File: src/rtl/imem_port_arbiter.sv
// imem_port_arbiter: arbitrates fetch and loader accesses to a single-ported instruction memory
module imem_port_arbiter #(
   parameter int          DEPTH        = 32,
   parameter int          STARVE_LIMIT = 3,
   parameter logic [31:0] OOR_DATA     = 32'h00000013
) (
   input  logic                     clk_i,
   input  logic                     reset_i,
   input  logic                     fetch_req_i,
   input  logic [31:0]              fetch_addr_i,
   output logic                     fetch_gnt_o,
   output logic                     fetch_rvalid_o,
   output logic [31:0]              fetch_rdata_o,
   input  logic                     ldr_req_i,
   input  logic                     ldr_we_i,
   input  logic [31:0]              ldr_addr_i,
   input  logic [31:0]              ldr_wdata_i,
   output logic                     ldr_gnt_o,
   output logic                     ldr_rvalid_o,
   output logic [31:0]              ldr_rdata_o,
   output logic                     mem_en_o,
   output logic                     mem_we_o,
   output logic [$clog2(DEPTH)-1:0] mem_addr_o,
   output logic [31:0]              mem_wdata_o,
   input  logic [31:0]              mem_rdata_i,
   output logic                     oor_err_o
);
   localparam int AW = $clog2(DEPTH);
   localparam int CW = $clog2(STARVE_LIMIT + 1);
   typedef enum logic {NORMAL, FORCE} state_t;
   state_t        state_q, state_d;
   logic [CW-1:0] starve_q, starve_d;
   logic [31:0]   sel_addr, rdata_now, fetch_rdata_q, ldr_rdata_q;
   logic          acc, in_range, resp_pend_q, resp_owner_q, resp_oor_q;
   logic          unused_low_bits;
   // grant selection and starvation tracking; nothing is granted while in reset
   always_comb begin
      fetch_gnt_o = 1'b0;
      ldr_gnt_o   = 1'b0;
      starve_d    = '0;
      state_d     = NORMAL;
      if (!reset_i && state_q == FORCE) begin
         ldr_gnt_o   = ldr_req_i;
         fetch_gnt_o = fetch_req_i & ~ldr_req_i;
      end else if (!reset_i) begin
         fetch_gnt_o = fetch_req_i;
         ldr_gnt_o   = ldr_req_i & ~fetch_req_i;
         starve_d    = (ldr_req_i && !ldr_gnt_o) ? starve_q + 1'b1 : '0;
         state_d     = (starve_d == CW'(STARVE_LIMIT)) ? FORCE : NORMAL;
      end
   end
   // arbitration state register
   always_ff @(posedge clk_i) begin
      if (reset_i) begin
         state_q  <= NORMAL;
         starve_q <= '0;
      end else begin
         state_q  <= state_d;
         starve_q <= starve_d;
      end
   end
   assign acc             = fetch_gnt_o | ldr_gnt_o;
   assign sel_addr        = ldr_gnt_o ? ldr_addr_i : fetch_addr_i;
   assign in_range        = {2'b00, sel_addr[31:2]} < 32'(DEPTH);
   assign unused_low_bits = ^sel_addr[1:0];
   assign mem_en_o        = acc & in_range;
   assign mem_we_o        = mem_en_o & ldr_gnt_o & ldr_we_i;
   assign mem_addr_o      = mem_en_o ? sel_addr[AW+1:2] : '0;
   assign mem_wdata_o     = reset_i ? '0 : ldr_wdata_i;
   assign oor_err_o       = acc & ~in_range;
   // remember who owns the read in flight and hold the last delivered data per owner
   always_ff @(posedge clk_i) begin
      if (reset_i) begin
         resp_pend_q   <= 1'b0;
         resp_owner_q  <= 1'b0;
         resp_oor_q    <= 1'b0;
         fetch_rdata_q <= '0;
         ldr_rdata_q   <= '0;
      end else begin
         resp_pend_q   <= acc & ~(ldr_gnt_o & ldr_we_i);
         resp_owner_q  <= ldr_gnt_o;
         resp_oor_q    <= ~in_range;
         fetch_rdata_q <= fetch_rvalid_o ? rdata_now : fetch_rdata_q;
         ldr_rdata_q   <= ldr_rvalid_o ? rdata_now : ldr_rdata_q;
      end
   end
   assign rdata_now      = resp_oor_q ? OOR_DATA : mem_rdata_i;
   assign fetch_rvalid_o = ~reset_i & resp_pend_q & ~resp_owner_q;
   assign ldr_rvalid_o   = ~reset_i & resp_pend_q & resp_owner_q;
   assign fetch_rdata_o  = reset_i ? '0 : fetch_rvalid_o ? rdata_now : fetch_rdata_q;
   assign ldr_rdata_o    = reset_i ? '0 : ldr_rvalid_o ? rdata_now : ldr_rdata_q;
endmodule

File: config.mk
export PLATFORM = sky130hd
export DESIGN_NAME = imem_port_arbiter
export DESIGN_NICKNAME = d
export VERILOG_FILES = /design/src/rtl/imem_port_arbiter.sv
export SDC_FILE = /design/constraint.sdc
export NUM_CORES = 1
export LEC_CHECK = 0
export CORE_AREA = 2 2 97 99
export DETAILED_ROUTE_END_ITERATION = 7
export DIE_AREA = 0 0 99 101
export GPL_TIMING_DRIVEN = 0
export PLACE_DENSITY = 0.83
export SLEW_MARGIN = 20
export SYNTH_ARGS = -nofsm -noshare
export SYNTH_HDL_FRONTEND = slang
export SYNTH_SLANG_ARGS = --single-unit
File: constraint.sdc
create_clock -name clk_i -period 4.5 [get_ports clk_i]
set_clock_uncertainty 0.05 [all_clocks]
set_input_delay 0.45 -clock clk_i [delete_from_list [all_inputs] [get_ports clk_i]]
set_output_delay 0.45 -clock clk_i [all_outputs]
set_load 0.01 [all_outputs]
==> metrics.txt <==
outcome finished clean; Async SR Flop Fraction 0; Worst Hold Class register to register; fin area about 0.0058 sq mm; clk sinks 70; most common library cell in the layout ignoring fill and taps clkdlybuf4s50_1; Leak Pwr approximately 2 nW; Syn Area/Cell approximately 9 sq um; NumNets Final 730; Root Driver clkbuf_8; Largest delay share family, worst path buffers and inverters; Req. time, crit path 4.00 ns; CP Launch Type input port; first-pass GRT wire length 16900 um; worst rel slew slack 0.492; Final period util 0.828; drt total wl ~11000 um; Rows 35; clock transition at the registers of the reported paths around 0.070 ns; vias per cell approximately 4.8; crit path buf inv count 5; Yosys reg bits 70; initial antenna violation count 0; slowest cell on the critical path clkdlybuf4s50_1; Synth cell types 29; Final Hold Fails 0; ranking of synthesized cells by area dfxtp_1 45%, nand3b_1 16%, nor2b_1 6.4%; Max Slew Vio Count 0; crit-path most repeated cell clkbuf_1; port bufs between 200 and 250; antenna-violating nets left 0; EDFF count, synth 0; Setup crit end kind primary output; Die H a little over 100 um; post-CTS setup buffer count 0; # diodes 0; pwr dens around 240 mW/mm^2; RSZ-0062 raised after global routing no; core area between 0.008 and 0.009 sq mm; cts bufs inserted 9; critical path class input port to primary output; Max Root-Sink Buffers 2; fin crit period 3.72 ns; Worst-Margin Slew ~0.76 ns; worst path arrival time 3.22 ns; initial cell density of the core 0.347; setup-violating endpoint count in the final report 0; Max-Cap Viols 0; number of global-route vias before repair roughly 3500; crit-path max FO 10; FMAX 0.268 GHz; fraction of layout cells with a size suffix above 1 0.0498; H-tree depth 3; Post-Place Cell Area ~0.0056 sq mm; YS warnings 0; peak supply drop ~0.14 mV; prevailing post-synth register cell dfxtp_1; HPWL Detailed approximately 9000 um; Global Route Usage Sum 0.213; latest clock arrival within the worst-skew pair 0.33 ns; gr ovfl total 0; initial DRC count 90; Yosys top cell by area dfxtp_1; # DRC 0; Synth Cell Area about 0.0031 sq mm; Final GP Congestion 0.795; Largest stage delay, worst path about 0.60 ns; Via Count 3449; TritonRoute pass-1 iters 4; Setup TNS Final 0 ns; drt wl/cell 15.6 um; IO Pins 241; maximum number of pins on one net before global-route repair 13; crit path cell chain clkdlybuf4s50_1 -> clkbuf_1 -> nand3b_1 -> clkbuf_1 -> clkbuf_1 -> nand3b_1 -> o21ai_0 -> clkdlybuf4s50_1; TritonCTS clock tree built; Seq/Total Area, Yosys 0.450; Syn Nets about 480; die width 99 um; post_cts resized 0; synth-to-layout area growth 86.2%; top cell type's share of synthesized area 0.450; die area roughly 0.01 sq mm; Filler Cell Count roughly 740; most frequent cells in the layout 236 x clkdlybuf4s50_1, 70 x dfxtp_1, 65 x nand3b_1, 34 x o21ai_0, 32 x nor2b_1; CTS Hold Buffers Added 0; cell count after synthesis 350
[worst paths after layout]
| check | from | end | slack (ns) | depth (start not counted) |
|---|---|---|---|---|
| setup / recovery | reset_i | ldr_rdata_o[4] | 0.78 | 8 |
| hold / removal | starve_q[0]$_SDFF_PP0_ | starve_q[0]$_SDFF_PP0_ | 0.40 | 1 |
| setup reg to reg | resp_owner_q$_SDFF_PP0_ | ldr_rdata_q[4]$_DFF_P_ | 2.82 | 5 |
| hold reg to reg | starve_q[0]$_SDFF_PP0_ | starve_q[0]$_SDFF_PP0_ | 0.40 | 1 |
[layout make-up]
type                       instances  area, sq um  share of cell area
timing repair buffer             236         2360               0.407
multi-input combinational        246         1580               0.272
sequential                        70         1400               0.242
clock buffer                      11          151              0.0261
buffer                            30          124              0.0214
inverter                           4         15.0             0.00259
clock inverter                     5         33.8             0.00582
tap                              111          139              0.0239
[power by group]
| group | switching [mW] | total [mW] | internal, mW | leakage (nW) |
|---|---|---|---|---|
| Sequential | 0.00586 | 0.644 | 0.638 | 0.568 |
| Clock | 0.227 | 0.456 | 0.229 | 0.0913 |
| Combinational | 0.109 | 0.298 | 0.189 | 1.35 |
[flip-flops by register name, indices dropped and copies added, names as in the netlist]
signal         flops
fetch_rdata_q     32
ldr_rdata_q       32
resp_oor_q         1
resp_owner_q       1
resp_pend_q        1
starve_q           2
state_q            1
[metrics by stage]
stage / power [mW] / setup slack (ns) / cells / hold WS, ns / util
after CTS: 1.41 / 0.747 / 713 / 0.403 / 0.646
final: 1.40 / 0.776 / 713 / 0.404 / 0.646
after global routing: 1.46 / 0.548 / 713 / 0.429 / 0.646
after floorplan: 0.753 / 2.18 / 350 / 0.369 / -
after detailed placement: 0.957 / 0.749 / 697 / 0.393 / 0.626
after global placement: 0.953 / 0.772 / 697 / 0.379 / 0.626
[per-layer routing]
metal,up-vias,wire [um],GRT usage
li1,1713,-,-
met1,1580,4260,0.228
met2,141,5970,0.406
met3,15,715,0.0555
met4,0,194,0.0674
met5,-,0,0
[worst register-to-register path: cells and delay by family (launching register included)]
kind | cells | cell delay [ns]
flip-flops | 1 | 0.31
AND/OR/NAND/NOR | 2 | 0.25
buffers and inverters | 2 | 0.81
AO/OA/AOI/OAI | 1 | 0.15
[cells in the mapped netlist (all sizes together) (4+ instances only)]
library cell,count
buf,4
o21ai,64
nor4,12
dfxtp,70
nor2b,32
nor2,7
nand3b,66
a221oi,5
nand2,12
clkbuf,26
nand2b,31
inv,4
[cells by family after synthesis]
logic type,after synthesis,synth area share
simple gates,172,0.369
xor+xnor,1,0.00281
flops,70,0.450
compound gates,73,0.134
buf+inv,34,0.0446
Power figures use the tool's default switching activity.
==> RTL edit, RTL diff (same settings) <==
`STARVE_LIMIT`: 3 -> 2.
--- a/src/rtl/imem_port_arbiter.sv
+++ b/src/rtl/imem_port_arbiter.sv
@@ -1,7 +1,7 @@
 // imem_port_arbiter: arbitrates fetch and loader accesses to a single-ported instruction memory
 module imem_port_arbiter #(
    parameter int          DEPTH        = 32,
-   parameter int          STARVE_LIMIT = 3,
+   parameter int          STARVE_LIMIT = 2,
    parameter logic [31:0] OOR_DATA     = 32'h00000013
 ) (
    input  logic                     clk_i,
Behaviour: not the same (Yosys sat finds a counterexample within 4 cycles, from zero or initial values and one cycle with reset_i high).
==> RTL edit against the original RTL <==
Sequential cell count did not move. Register-to-register slack got worse by 0.08 ns. Power rose by 0.59%. Worst setup slack improved by 0.32 ns. Wire length rose by 1.6%. Synthesized area fell by 0.32%. Final area fell by 0.17%. Critical path type unchanged.
==> RTL edit: results (changes against the original RTL) <==
power:
  cellPowerDensity_nw_per_um2: 243  # was 241 nW/µm²
  leakagePower_nw: 2.02  # was 2.01 nW
  power.internal_mw: 1.06  # about the same
  pwr-share-seq: 0.458  # was 0.461
  clock_power_mw: 0.466  # was 0.456 mW
cells_and_area:
  drive_above_1_share: 0.0415  # was 0.0498
yosys:
  ys_top_cells_by_count: "dfxtp_1, nand3b_1, o21ai_0"  # unchanged
  async_reset_ff_frac: 0  # unchanged
  ys_seq_area_frac: 0.451  # was 0.450
  synthTopCellsByArea: "dfxtp_1, nand3b_1, o21ai_0, nor2b_1, nand2b_1"  # was dfxtp_1, nand3b_1, nor2b_1, nand2b_1, o21ai_0
  yosys.cell_types.count: 28  # was 29
  synth.avg_cell_area_um2: 8.87  # was 8.90 µm²
worst_setup_path:
  cp_data_arrival_time_ns: 2.90  # was 3.22 ns
  crit_start: "fetch_req_i"  # was reset_i
  r2r_start: "resp_pend_q$_SDFF_PP0_"  # was resp_owner_q$_SDFF_PP0_
placement:
  dp_cells: 697  # unchanged
  gp_congestion: 0.768  # was 0.795
  dp_hpwl_mm: 9.07  # was 8.98 mm
  post-place-ws_ns: 1.09  # was 0.749 ns
  placed_cell_area_um2: 5610  # was 5620 µm²
hold_path:
  hp-class: "flip-flop to flip-flop"  # unchanged
clocking:
  clk_pin_slew_ns: 0.08
global_route:
  grt_pass1_wl_mm: 17.5  # was 16.9 mm
  grt_usage: 0.220  # was 0.213
  use_met3: 0.0340  # was 0.0555
  gr-usage-met1: 0.247  # was 0.228
  grt_pass1_vias: 3639  # was 3549
drt:
  routedWlPerCell_um: 15.9  # was 15.6 µm
  initialDrtViolationCount: 161  # was 90
  viasPerCell: 4.88  # was 4.84
outcome:
  outcome: "finished clean"  # unchanged
RTL edit: layout make-up:
class	instances	area, µm²
well taps	111	139
plain buffers	30	121
inverters	4	17.5
multi-input cells	246	1570
flip-flops and latches	70	1400
repair buffers	236	2360
clock inverters	4	30.0
fillers	748	3190
clock buffers	12	155
RTL edit: final timing paths:
path / endpoint / slack, ns / cells after the start
setup reg to reg: fetch_rdata_q[11]$_DFF_P_ / 2.74 / 5
setup / recovery: mem_addr_o[0] / 1.10 / 8
hold reg to reg: starve_q[0]$_SDFF_PP0_ / 0.45 / 1
hold / removal: starve_q[0]$_SDFF_PP0_ / 0.45 / 1
RTL edit: metal layers:
metal,wire (µm),vias up
li1,-,1719
met1,4310,1618
met2,6220,132
met3,646,12
met4,143,0
met5,0,-
RTL edit: kinds of logic after synthesis:
logic type	count (synthesis)	share of synthesized area
compound gates	74	0.137
flops	70	0.451
simple gates	171	0.364
xor+xnor	1	0.00282
buf+inv	34	0.0447
